File: src/rtl/two_comp_pkg.sv
// Shared types and constants for the bit-serial two's complement negator.
package two_comp_pkg;

    localparam int DEFAULT_WIDTH = 8;

    typedef enum logic [1:0] {
        IDLE  = 2'd0,
        SHIFT = 2'd1,
        DONE  = 2'd2
    } state_t;

endpackage

File: src/rtl/serial_comp_cell.sv
// Serial two's complement cell: copy bits up to and including the first 1, invert after.
module serial_comp_cell (
    input  logic clk,
    input  logic rst,
    input  logic clr,
    input  logic en,
    input  logic bit_in,
    output logic bit_out
);

    logic seen_one;

    always_ff @(posedge clk or posedge rst) begin
        if (rst) begin
            seen_one <= 1'b0;
        end else if (clr) begin
            seen_one <= 1'b0;
        end else if (en && bit_in) begin
            seen_one <= 1'b1;
        end
    end

    assign bit_out = seen_one ? ~bit_in : bit_in;

endmodule

File: src/rtl/two_comp_seq_ctrl.sv
// Sequential negator: accepts one operand, negates it LSB-first over WIDTH cycles, holds the result.
module two_comp_seq_ctrl
    import two_comp_pkg::*;
#(
    parameter int WIDTH = DEFAULT_WIDTH
) (
    input  logic             clk,
    input  logic             rst,
    input  logic             in_valid,
    output logic             in_ready,
    input  logic [WIDTH-1:0] in_data,
    output logic             out_valid,
    input  logic             out_ready,
    output logic [WIDTH-1:0] out_data,
    output logic             out_ovf,
    output logic             busy,
    output logic [1:0]       dbg_state
);

    // Handshake: a transfer happens on a rising edge where valid && ready;
    // valid never waits on ready, and data is stable while valid is held.

    localparam int CW = $clog2(WIDTH);
    localparam logic [CW-1:0] LAST = CW'(WIDTH - 1);

    state_t           state, state_nxt;
    logic [WIDTH-1:0] op_q;
    logic [WIDTH-1:0] res_q;
    logic [CW-1:0]    cnt_q;
    logic             ovf_q;
    logic             accept;
    logic             cell_en;
    logic             cell_out;

    assign accept  = (state == IDLE) && in_valid;
    assign cell_en = (state == SHIFT);

    serial_comp_cell u_cell (
        .clk     (clk),
        .rst     (rst),
        .clr     (accept),
        .en      (cell_en),
        .bit_in  (op_q[0]),
        .bit_out (cell_out)
    );

    always_ff @(posedge clk or posedge rst) begin
        if (rst) begin
            state <= IDLE;
        end else begin
            state <= state_nxt;
        end
    end

    always_comb begin
        state_nxt = state;
        case (state)
            IDLE:    if (in_valid)      state_nxt = SHIFT;
            SHIFT:   if (cnt_q == LAST) state_nxt = DONE;
            DONE:    if (out_ready)     state_nxt = IDLE;
            default:                    state_nxt = IDLE;
        endcase
    end

    always_comb begin
        in_ready  = (state == IDLE);
        out_valid = (state == DONE);
        busy      = (state != IDLE);
        dbg_state = state;
    end

    always_ff @(posedge clk or posedge rst) begin
        if (rst) begin
            op_q  <= '0;
            res_q <= '0;
            cnt_q <= '0;
            ovf_q <= 1'b0;
        end else begin
            case (state)
                IDLE: begin
                    if (in_valid) begin
                        op_q  <= in_data;
                        res_q <= '0;
                        cnt_q <= '0;
                        ovf_q <= 1'b0;
                    end
                end
                SHIFT: begin
                    op_q  <= op_q >> 1;
                    res_q <= {cell_out, res_q[WIDTH-1:1]};
                    if (cnt_q != LAST) begin
                        cnt_q <= cnt_q + CW'(1);
                    end else begin
                        // On the final bit op_q[0] is the operand MSB and cell_out the result MSB.
                        ovf_q <= op_q[0] & cell_out;
                    end
                end
                default: ;
            endcase
        end
    end

    assign out_data = res_q;
    assign out_ovf  = ovf_q;

endmodule

File: config.mk
export PLATFORM = sky130hd
export DESIGN_NAME = two_comp_seq_ctrl
export DESIGN_NICKNAME = d
export VERILOG_FILES = /design/src/rtl/two_comp_pkg.sv /design/src/rtl/serial_comp_cell.sv /design/src/rtl/two_comp_seq_ctrl.sv
export SDC_FILE = /design/constraint.sdc
export NUM_CORES = 1
export LEC_CHECK = 0
export BUFFER_PORTS_ARGS = -buffer_cell sky130_fd_sc_hd__buf_2
export CAP_MARGIN = 20
export CORE_MARGIN = 4
export CORE_UTILIZATION = 51
export DETAILED_ROUTE_END_ITERATION = 8
export PLACE_DENSITY = 0.77
export SLEW_MARGIN = 20
export SYNTH_ARGS = -nofsm -noshare
export SYNTH_HDL_FRONTEND = slang
export SYNTH_SLANG_ARGS = --single-unit
File: constraint.sdc
create_clock -name clk -period 1.9 [get_ports clk]
set_input_delay 0.19 -clock clk [delete_from_list [all_inputs] [get_ports clk]]
set_output_delay 0.19 -clock clk [all_outputs]
set_load 0.01 [all_outputs]
==> reports/qor.yml <==
vias_per_cell: 5.32
htreeDepth: 1
routabilityCongestion: 0.759
grt_pass1_wl_um: 3570
p_per_area_nw_per_um2: 1570
r2r-start: "cnt_q[0]"
placementRows: 16
finalCriticalPeriod_ns: 1.58
synth_area_um2: 1050
synth_fp_nets: 111
routedWlPerCell_um: 14.1
core_region_area_um2: 1960
synthTopCellsByCount: "dfrtp_1, inv_1, a22o_1, nand2_1"
rsz0062_at_grt: "false"
crit_chain: "inv_1 -> nor2_1 -> buf_2"
startpoint: "dbg_state[1]"
leakage_nw: 0.625
dp_hpwl_um: 1640
ir_worst_vdd_mv: 0.730
fmax_mhz: 631
end_kind: "output port"
required_ns: 1.71
pre_cts_ws_ns: 0.479
die_area_um2: 2860
cp_slowest_stage_delay_ns: 0.54
insertion_delay_ns: 0.29
drtIter0Drc: 9
drv_slew: 0
io_buffers: 25
tightest_slew_ns: 0.520
grt_max_degree: 17
ioPinCount: 26
path_clk_slew_ns: 0.12
fin_crit_sh: 0.834
cts_setup_buffers: 0
clockBufferDepth: 2
syn_to_final_growth_pct: 14.8
ys_ff_latch: 23
insertedDiodeCount: 0
finClkSkew_ns: 0.00197
startpoint_type: "flip-flop"
cts_buffers: 3
yosysMostFrequentCell: "dfrtp_1"
postSynth.asyncResetShare: 1.00
grt.total_usage: 0.169
drive_gt1_frac: 0.281
globalRouteOverflowTotal: 0
hp-class: "primary input to flip-flop"
cts_root_buffer: "clkbuf_4"
ys_seq_area_frac: 0.546
antenna_found_initial: 0
yosysTopAreaCell: "dfrtp_1"
drc: 0
status: "finished, final reports clean"
fin_nets: 137
drv_cap: 0
hold_viol: 0
fp.dieH_um: 53.5
crit_fanout: 11
synthTopCellsByArea: "dfrtp_1, a22o_1, a22oi_1"
path_class: "flip-flop to output port"
synth.top_cell.area_share: 0.546
die_w_um: 53.5
setup_viol: 0
tns_ns: 0
numClockSinks: 23
hp-start: "out_ready"
initial_utilization: 0.538
syn_inst: 96
cp.arrival_ns: 1.39
ys_types: 25
wl_um: 2090
drtPass1Iterations: 4
via_count: 788
tritoncts: "done"
grt_pass1_vias: 759
ant_nets: 0
synthFlopType: "dfrtp_1"
relSlewSlack: 0.653
slowest_stage: "dfrtp_1"
worst_slack_ns: 0.316
avgSynthCellArea_um2: 11.0
synth_edf_count: 0
yosys_warnings: 0
==> metal layers <==
metal / GRT usage / share of wire / vias to the layer above
li1: - / - / 396
met1: 0.242 / 0.45 / 378
met2: 0.269 / 0.51 / 12
met3: 0.0282 / 0.030 / 2
met4: 0.0255 / 0.0048 / 0
met5: 0 / 0 / -
==> layout by cell type (no fill, tap or decap) <==
cell type,n
clkinv_2,1
o21bai_4,1
o31ai_1,2
o22ai_1,6
inv_1,8
inv_2,1
nand2b_4,1
a22oi_1,5
a2bb2oi_1,3
nor2b_1,2
clkbuf_4,3
nand3b_1,1
a21oi_1,4
a22o_1,7
dfrtp_1,23
nor2_2,1
dlygate4sd3_1,1
a31oi_1,1
buf_2,25
nor2_1,5
buf_4,1
o21ai_0,6
nand2b_1,1
ha_1,3
nor3_1,1
nand2_1,7
o221a_1,1
==> cells by family (layout without fill, tap and decap cells) <==
logic type | count (synthesis) | in the layout | share of synthesized area
AO/OA/AOI/OAI | 36 | 36 | 0.250
buffers and inverters | 15 | 40 | 0.0771
AND/OR/NAND/NOR | 19 | 19 | 0.0913
adder cells (fa/ha/maj) | 3 | 3 | 0.0356
flip-flops | 23 | 23 | 0.546
==> cell type report <==
class / count / area (um^2)
Fill cell: 190 / 751
Sequential cell: 23 / 576
Multi-Input combinational cell: 58 / 398
Timing Repair Buffer: 27 / 143
Inverter: 9 / 33.8
Tap cell: 27 / 33.8
Clock buffer: 3 / 22.5
Clock inverter: 1 / 5.00
==> per-stage QoR <==
step / cells / instance area (um^2) / hold WS (ns) / total power, W / utilization
after CTS: 148 / 1210 / 0.0540 / 0.00192 / 0.617
after global routing: 148 / 1210 / 0.0552 / 0.00207 / 0.617
after detailed placement: 143 / 1170 / 0.171 / 0.00171 / 0.598
after floorplan: 96 / 1050 / 0.192 / 0.00148 / -
final: 148 / 1210 / 0.0620 / 0.00190 / 0.617
after global placement: 143 / 1170 / 0.167 / 0.00165 / 0.598
==> sequential cells by signal (all words and copies together) (netlist names) <==
name             cells
op_q                 8
out_data             8
cnt_q                3
dbg_state            2
out_ovf              1
u_cell.seen_one      1
==> worst max-delay path, delay by kind of cell, from the launching register on <==
family                 cells  cell delay (ns)
and+or+nand+nor            1             0.16
DFF                        1             0.54
buffers and inverters      2             0.40
==> power by group <==
| part | internal [W] | total [W] | switching, W |
|---|---|---|---|
| registers | 0.000707 | 0.000891 | 0.000183 |
| logic | 0.000386 | 0.000793 | 0.000407 |
| clock network | 0.0000782 | 0.000215 | 0.000137 |
| total | 0.00117 | 0.00190 | 0.000727 |
==> path summary, 6_finish.rpt <==
path,slack [ns],cells past startpoint,to
min in group asynchronous,0.38,3,out_data[1]
hold / removal,0.06,2,dbg_state[1]
setup / recovery,0.32,3,out_valid
hold reg to reg,0.52,1,out_data[0]
setup reg to reg,0.46,5,cnt_q[1]
max in group asynchronous,1.01,4,op_q[6]
==> what timing repair did <==
action                                 4_1_cts  5_1_grt
endpoints found under the hold margin        9        0
setup endpoints to repair                    0        0
hold buffers                                 1        0
resized for setup                            0        0
Power figures use the tool's default switching activity.
